### src/rtl/digit_game_if.sv
// Key pulses from the debounced key decoder and the registered game outputs
// consumed by the display and buzzer drivers.
interface digit_game_if #(
  parameter int NUM_CH  = 10,
  parameter int DIGIT_W = 4,
  parameter int CW      = (NUM_CH > 1) ? $clog2(NUM_CH) : 1
);
  // Key pulses are single-cycle strobes with no ready path: the core acts on
  // every pulse it samples, and all outputs are plain registered levels.
  logic                      key_up;
  logic                      key_down;
  logic                      key_left;
  logic                      key_right;
  logic                      key_ok;
  logic                      key_back;
  logic                      key_help;
  logic [1:0]                state;
  logic [NUM_CH*DIGIT_W-1:0] status;
  logic [CW-1:0]             cursor;
  logic [CW:0]               active_cnt;
  logic [NUM_CH-1:0]         wrap_mask;
  logic                      alarm;

  modport master (
    output key_up, key_down, key_left, key_right, key_ok, key_back, key_help,
    input  state, status, cursor, active_cnt, wrap_mask, alarm
  );

  modport slave (
    input  key_up, key_down, key_left, key_right, key_ok, key_back, key_help,
    output state, status, cursor, active_cnt, wrap_mask, alarm
  );
endinterface

### src/rtl/digit_game_core.sv
// Menu state machine, NUM_CH modular digit counters with cursor, sticky wrap
// flags and a timed alarm for the digit game.
module digit_game_core #(
  parameter int NUM_CH    = 10,
  parameter int DIGIT_W   = 4,
  parameter int DIGIT_MAX = 9,
  parameter int INIT_VAL  = 1,
  parameter int ALARM_CYC = 50000000,
  parameter int CW        = (NUM_CH > 1) ? $clog2(NUM_CH) : 1
) (
  input logic        clk,
  input logic        rst,
  digit_game_if.slave io
);
  localparam int AW = (ALARM_CYC > 1) ? $clog2(ALARM_CYC + 1) : 1;

  typedef enum logic [1:0] {
    S_START  = 2'd0,
    S_HELP   = 2'd1,
    S_CHOOSE = 2'd2,
    S_PLAY   = 2'd3
  } state_t;

  typedef enum logic [2:0] {
    A_NONE, A_BACK, A_OK, A_HELP, A_UP, A_DOWN, A_LEFT, A_RIGHT
  } act_t;

  state_t             state_q;
  logic [DIGIT_W-1:0] dig_q [NUM_CH];
  logic [CW-1:0]      cur_q;
  logic [CW:0]        act_q;
  logic [NUM_CH-1:0]  wrap_q;
  logic [AW-1:0]      cnt_q;
  logic               alarm_q;

  act_t               act;
  logic [AW-1:0]      cnt_nxt;
  logic [DIGIT_W-1:0] cur_dig;
  logic               cur_at_max;

  // Pick the single highest-priority key that means something in this state;
  // keys that do not apply here fall through to lower-priority ones.
  always_comb begin
    act = A_NONE;
    case (state_q)
      S_START: begin
        if (io.key_ok)        act = A_OK;
        else if (io.key_help) act = A_HELP;
      end
      S_HELP: begin
        if (io.key_back)    act = A_BACK;
        else if (io.key_ok) act = A_OK;
      end
      S_CHOOSE: begin
        if (io.key_back)      act = A_BACK;
        else if (io.key_ok)   act = A_OK;
        else if (io.key_up)   act = A_UP;
        else if (io.key_down) act = A_DOWN;
      end
      S_PLAY: begin
        if (io.key_back)       act = A_BACK;
        else if (io.key_ok)    act = A_OK;
        else if (io.key_up)    act = A_UP;
        else if (io.key_down)  act = A_DOWN;
        else if (io.key_left)  act = A_LEFT;
        else if (io.key_right) act = A_RIGHT;
      end
      default: act = A_NONE;
    endcase
  end

  assign cur_dig    = dig_q[cur_q];
  assign cur_at_max = (cur_dig == DIGIT_W'(DIGIT_MAX));

  // Alarm counter runs down in every state; PLAY entry and acknowledge clear
  // it, a wrap (re)loads it.
  always_comb begin
    cnt_nxt = (cnt_q != '0) ? cnt_q - 1'b1 : cnt_q;
    if ((state_q == S_CHOOSE || state_q == S_PLAY) && act == A_OK)
      cnt_nxt = '0;
    else if (state_q == S_PLAY && act == A_UP && cur_at_max)
      cnt_nxt = AW'(ALARM_CYC);
  end

  always_ff @(posedge clk) begin
    if (rst) begin
      state_q <= S_START;
      for (int i = 0; i < NUM_CH; i++) dig_q[i] <= DIGIT_W'(INIT_VAL);
      cur_q   <= '0;
      act_q   <= (CW+1)'(1);
      wrap_q  <= '0;
      cnt_q   <= '0;
      alarm_q <= 1'b0;
    end else begin
      cnt_q   <= cnt_nxt;
      alarm_q <= (cnt_nxt != '0);
      case (state_q)
        S_START: begin
          if (act == A_OK)        state_q <= S_CHOOSE;
          else if (act == A_HELP) state_q <= S_HELP;
        end
        S_HELP: begin
          if (act == A_BACK)    state_q <= S_START;
          else if (act == A_OK) state_q <= S_CHOOSE;
        end
        S_CHOOSE: begin
          case (act)
            A_BACK: state_q <= S_START;
            A_OK: begin
              state_q <= S_PLAY;
              for (int i = 0; i < NUM_CH; i++) dig_q[i] <= DIGIT_W'(INIT_VAL);
              cur_q  <= '0;
              wrap_q <= '0;
            end
            A_UP:   if (act_q != (CW+1)'(NUM_CH)) act_q <= act_q + 1'b1;
            A_DOWN: if (act_q != (CW+1)'(1))      act_q <= act_q - 1'b1;
            default: ;
          endcase
        end
        S_PLAY: begin
          case (act)
            A_BACK: state_q <= S_START;
            A_OK:   wrap_q  <= '0;
            A_UP: begin
              if (cur_at_max) begin
                dig_q[cur_q]  <= '0;
                wrap_q[cur_q] <= 1'b1;
              end else begin
                dig_q[cur_q] <= cur_dig + 1'b1;
              end
            end
            A_DOWN: begin
              if (cur_dig == '0) dig_q[cur_q] <= DIGIT_W'(DIGIT_MAX);
              else               dig_q[cur_q] <= cur_dig - 1'b1;
            end
            A_LEFT: begin
              if (cur_q == '0) cur_q <= CW'(act_q - 1'b1);
              else             cur_q <= cur_q - 1'b1;
            end
            A_RIGHT: begin
              if ({1'b0, cur_q} == act_q - 1'b1) cur_q <= '0;
              else                               cur_q <= cur_q + 1'b1;
            end
            default: ;
          endcase
        end
        default: state_q <= S_START;
      endcase
    end
  end

  for (genvar g = 0; g < NUM_CH; g++) begin : g_pack
    assign io.status[g*DIGIT_W +: DIGIT_W] = dig_q[g];
  end

  assign io.state      = state_q;
  assign io.cursor     = cur_q;
  assign io.active_cnt = act_q;
  assign io.wrap_mask  = wrap_q;
  assign io.alarm      = alarm_q;
endmodule

### src/flat_wrapper.sv
// flat-port wrapper written by rule: the top's interface ports become plain ports
module digit_game_core_flat 
#(
  parameter int NUM_CH    = 10,
  parameter int DIGIT_W   = 4,
  parameter int DIGIT_MAX = 9,
  parameter int INIT_VAL  = 1,
  parameter int ALARM_CYC = 50000000,
  parameter int CW        = (NUM_CH > 1) ? $clog2(NUM_CH) : 1
)
  (clk, rst, io_key_up, io_key_down, io_key_left, io_key_right, io_key_ok, io_key_back, io_key_help, io_state, io_status, io_cursor, io_active_cnt, io_wrap_mask, io_alarm);
  digit_game_if #(.NUM_CH(NUM_CH), .DIGIT_W(DIGIT_W), .CW(CW)) io_i ();
  input logic clk;
  input logic rst;
  input wire logic [$bits(io_i.key_up)-1:0] io_key_up;
  input wire logic [$bits(io_i.key_down)-1:0] io_key_down;
  input wire logic [$bits(io_i.key_left)-1:0] io_key_left;
  input wire logic [$bits(io_i.key_right)-1:0] io_key_right;
  input wire logic [$bits(io_i.key_ok)-1:0] io_key_ok;
  input wire logic [$bits(io_i.key_back)-1:0] io_key_back;
  input wire logic [$bits(io_i.key_help)-1:0] io_key_help;
  output wire logic [$bits(io_i.state)-1:0] io_state;
  output wire logic [$bits(io_i.status)-1:0] io_status;
  output wire logic [$bits(io_i.cursor)-1:0] io_cursor;
  output wire logic [$bits(io_i.active_cnt)-1:0] io_active_cnt;
  output wire logic [$bits(io_i.wrap_mask)-1:0] io_wrap_mask;
  output wire logic [$bits(io_i.alarm)-1:0] io_alarm;
  assign io_i.key_up = io_key_up;
  assign io_i.key_down = io_key_down;
  assign io_i.key_left = io_key_left;
  assign io_i.key_right = io_key_right;
  assign io_i.key_ok = io_key_ok;
  assign io_i.key_back = io_key_back;
  assign io_i.key_help = io_key_help;
  assign io_state = io_i.state;
  assign io_status = io_i.status;
  assign io_cursor = io_i.cursor;
  assign io_active_cnt = io_i.active_cnt;
  assign io_wrap_mask = io_i.wrap_mask;
  assign io_alarm = io_i.alarm;
  digit_game_core #(.NUM_CH(NUM_CH), .DIGIT_W(DIGIT_W), .DIGIT_MAX(DIGIT_MAX), .INIT_VAL(INIT_VAL), .ALARM_CYC(ALARM_CYC), .CW(CW)) u_core (.clk(clk), .rst(rst), .io(io_i));
endmodule
### config.mk
export PLATFORM = sky130hd
export DESIGN_NAME = digit_game_core_flat
export DESIGN_NICKNAME = d
export VERILOG_FILES = /design/src/rtl/digit_game_if.sv /design/src/rtl/digit_game_core.sv /design/src/flat_wrapper.sv
export SDC_FILE = /design/constraint.sdc
export NUM_CORES = 1
export LEC_CHECK = 0
export BUFFER_PORTS_ARGS = -buffer_cell sky130_fd_sc_hd__buf_4
export CORE_MARGIN = 4
export CORE_UTILIZATION = 55
export CTS_BUF_LIST = sky130_fd_sc_hd__clkbuf_8
export DETAILED_ROUTE_END_ITERATION = 8
export PLACE_DENSITY = 0.81
export SKIP_CTS_REPAIR_TIMING = 1
export SLEW_MARGIN = 5
export SYNTH_ARGS = -nofsm -noshare
export SYNTH_HDL_FRONTEND = slang
export SYNTH_SLANG_ARGS = --single-unit
### constraint.sdc
create_clock -name clk -period 3.74 [get_ports clk]
set_input_delay 0.187 -clock clk [delete_from_list [all_inputs] [get_ports clk]]
set_output_delay 0.187 -clock clk [all_outputs]
set_load 0.02 [all_outputs]
; ---- Word level (Yosys, flattened, before mapping)
; Memories as Yosys holds them, arrays and structs flattened. A register that Yosys moved wholly into a read port is not among the register bits.
; Cells that the tools add are included.
[classes]
add_sub_neg = 7
mul = 0
n_div = 0
magnitude_cmp = 2
n_eq_ne = 24
shift = 0
n_mux = 83
bitwise_logic = 14
n_reduce_logical = 17
[op_table]
columns = operator, count
row1 = two-way mux 4 bit, 20
row2 = two-way mux 26 bit, 3
row3 = nonzero test 26 bit, 2
row4 = case mux 10 bit (2 select lines), 2
row5 = two-way mux 3 bit, 12
row6 = two-way mux 1 bit, 28
row7 = subtractor 26 x 1 -> 26 bit (second input constant), 1
row8 = two-way mux 10 bit, 2
row9 = case mux 4 bit (2 select lines), 2
row10 = two-way mux 2 bit, 7
row11 = OR 1 bit, 13
row12 = equality test 3 bit (second input constant), 4
row13 = case mux 3 bit (4 select lines), 1
row14 = AND reduction 4 bit, 3
row15 = two-way mux 5 bit, 2
row16 = OR 10 bit, 1
row17 = case mux 5 bit (2 select lines), 1
row18 = inequality test 3 bit (second input constant), 3
row19 = adder 4 x 1 -> 4 bit (second input constant), 2
row20 = zero test 4 bit, 2
row21 = case mux 2 bit (4 select lines), 1
row22 = subtractor 4 x 1 -> 4 bit (second input constant), 2
row23 = equality test 3 x 2 -> 1 bit (second input constant), 2
row24 = inequality test 2 bit (second input constant), 3
row25 = 22 further kinds, 28
[totals]
reg_bits = 48
latch_bits = 0
mem_bits_rw = 40
rom_bits = 0
output_inout_bits = 62
elab_cells = 154
n_memories = 1
[mem_list]
columns = name, depth, word_bits, read_ports, rd_clocked_by_memory_dff, wr, line
row1 = u_core.dig_q, 10, 4, 11, 1, 10, digit_game_core.sv:29  ; logic [DIGIT_W-1:0] dig_q [NUM_CH];

; ---- Depth between registers and ports, before layout
[logic_depth]
word_depth = 17
depth_mapped = 14
ltp_nobuf = 10

; ---- Worst setup path after synthesis
; Ideal clock, no wire load.
[synth_timing]
kind = reg2reg
startpoint = reg with a tool-made name
endpoint = mem u_core.dig_q[10][3], data pin
setup_time_ps = 283
t_arrival_ps = 2840
path_slack_ps = 617
stages_incl_launch_ff = 14
n_path_buf = 3
path_cell_list = dfxtp_1 -> buf_2 -> buf_4 -> mux4_2 -> a22oi_1 -> nand3_1 -> inv_1 -> ha_1 -> inv_1 -> a211oi_1 -> o31ai_1 -> a21boi_1 -> clkbuf_1 -> nor2_1
[synth_lines]
columns = item, line
row1 = "end, declared", digit_game_core.sv:29

==> reports/metrics.cfg <==
[setup_path]
cp_slowest_cell = mux4_2
crit_type = reg2reg
critical_path.max_fanout = 14
crit_path_end_kind = flip-flop
cp_data_required_time_ns = 4.04
worstPathArrival_ns = 3.69
cp-start-kind = flip-flop
critical_path.max_stage_delay_ns = 0.54
cp_cell_sequence = buf_4, mux4_2, a22oi_1, nand3_1, inv_1, ha_1, nand3_1, nor4_1, buf_4, a21bo_1, or2_1, nor2_1

[synthesis]
synth-async-reset-ratio_pct = 0
synthFlopType = edfxtp_1
synth_cell_types = 67
syn_inst = 589
ys_ff_latch = 116
syn_avg_cell_area_um2 = 10.2
syn_nets = 610
yosysWarnings = 0
yosysSeqAreaShare_pct = 49.5
yosys.area.top_type_share_pct = 32.1
synth_edf_count = 64
syn_area_um2 = 5980
netlist_top_cells_area = edfxtp_1, dfxtp_1, mux4_2
synth_area_leader_cell = edfxtp_1

[layout]
utilization_pct = 66.6
final_common_cell = nor2_1
diodes = 0
mostFrequentLayoutCells = nor2_1, buf_4, edfxtp_1
syn2layout_area_growth_pct = 16.4
layout.nets = 676
layout-drive-gt1-share_pct = 20.5
fill_cells = 825
fin_area_um2 = 6960

[clock_network]
cts_sinks = 116
cts_buffers = 17
cts_tree = yes
insertion_delay_ns = 0.43
root_buffer = clkbuf_8
clockBufferDepth = 2
clk_pin_slew_ns = 0.07
htree_levels = 4

[detailed_routing]
drt.antenna.violating_nets = 0
drt_iter0_markers = 450
wl_um = 15200
wire_per_inst_um = 18.9
drtPass1Iterations = 5
avgViaCountPerCell = 6.24
vias = 5019
post-route-drc-count = 0

[floorplan]
ioPinCount = 71
die_y_um = 112
start_util_pct = 57.2
die-area_um2 = 12600
row_count = 37
die_w_um = 112
coreArea_um2 = 10500

[hold_path]
hold_class = in2reg

[global_routing]
grt-ovfl-total = 0
grt_pass1_wl_um = 24200
gr-usage-met2_pct = 39.7
grt_start_max_net_pins = 24
met1_usage_pct = 32.0
grt_pass1_vias = 4650
antenna_found_initial = 0
busiest_layer = met2
gr-usage-met3_pct = 5.28
track_usage_pct = 24.3

[sta]
setup_violations = 0
hold_viol = 0
max_clock_freq_mhz = 295
fin_setup_tns_ns = 0
finClkSkew_ns = 0.00839
tightestPinTransition_ns = 0.900
drv_slew = 0
rsz0062_at_grt = false
worst_hold_slack_ns = 0.0668
fin_crit_ns = 3.39
maxSlewHeadroom_pct = 38.4
post-route-period-util_pct = 90.7

[placed_design]
gp_congestion = 0.980
post_dp_cell_area_um2 = 6610
port-buffer-count = 70
hpwl_um = 11300

[run_status]
status = finished clean

[power_and_ir_drop]
ir_drop_v = 0.000510
power_leakage_nw = 2.63
p_total_mw = 3.79
power_density_nw_per_um2 = 544

[run]
drv_cap = 0

## critical path, delay by kind of cell (launching register included)
kind                       cells  cell delay, ns
and+or+nand+nor                5            1.09
adders and majority gates      1            0.19
DFF                            1            0.31
AOI/OAI and AO/OA              2            0.53
buffers and inverters          3            0.59
muxes                          1            0.54
## area by class of cell
| cell class | count | area [µm²] | share of cell area (%) |
|---|---|---|---|
| Clock buffer | 17 | 234 | 3.36 |
| Clock inverter | 15 | 121 | 1.74 |
| Inverter | 22 | 82.6 | 1.19 |
| Multi-Input combinational cell | 419 | 2800 | 40.2 |
| Sequential cell | 116 | 2960 | 42.6 |
| Tap cell | 136 | 170 | 2.44 |
| Timing Repair Buffer | 79 | 593 | 8.52 |
## final timing paths
path	from	endpoint	slack (ns)	depth (start not counted)
worst max register to register	flip-flop	u_core.cnt_q[11]	0.35	12
worst max-delay path	flip-flop	u_core.cnt_q[11]	0.35	12
worst min register to register	u_core.cnt_q[15]	u_core.cnt_q[15]	0.50	2
worst min-delay path	rst	u_core.io.active_cnt[3]	0.07	2
## metrics by stage
step / cells / worst slack (ns)
floorplan: 589 / 0.617
global placement: 772 / 0.531
detailed placement: 772 / 0.413
CTS: 804 / 0.360
global route: 804 / 0.0108
finish: 804 / 0.348
## power by group
part	switching [mW]	total [mW]	internal, mW
logic	0.720	1.19	0.468
registers	0.131	1.57	1.44
clock network	0.515	1.03	0.515
## sequential cells by signal, indices dropped and copies added, names as in the netlist, named ones only
signal / count
u_core.io.active_cnt: 5
u_core.io.wrap_mask: 10
u_core.cnt_q: 26
u_core.io.alarm: 1
u_core.io.state: 2
u_core.io.cursor: 4
u_core.dig_q: 64
## per-layer routing
metal / up-vias / share of wire [%] / wire [µm]
met5: - / 0 / 0
met4: 0 / 2.6 / 403
met3: 38 / 9.2 / 1400
met2: 308 / 48 / 7300
met1: 2360 / 40 / 6120
li1: 2313 / - / -
## kinds of logic after synthesis
group | share of synthesized area (%)
DFF | 49.5
muxes | 7.51
buffers and inverters | 3.66
adders and majority gates | 2.51
AOI/OAI and AO/OA | 11.9
and+or+nand+nor | 21.3
xor gates and xnor gates | 3.66
## synth_stat cells, types with 11 or more instances
| master | number |
|---|---|
| nand2_1 | 40 |
| clkbuf_1 | 20 |
| xor2_1 | 11 |
| a21oi_1 | 22 |
| dfxtp_1 | 52 |
| nand2b_1 | 15 |
| nand3_1 | 27 |
| a31oi_1 | 16 |
| nor3_1 | 20 |
| xnor2_1 | 14 |
| mux4_2 | 15 |
| ha_1 | 12 |
| edfxtp_1 | 64 |
| inv_1 | 19 |
| nor2_1 | 84 |
(Power assumes the default switching activity.)
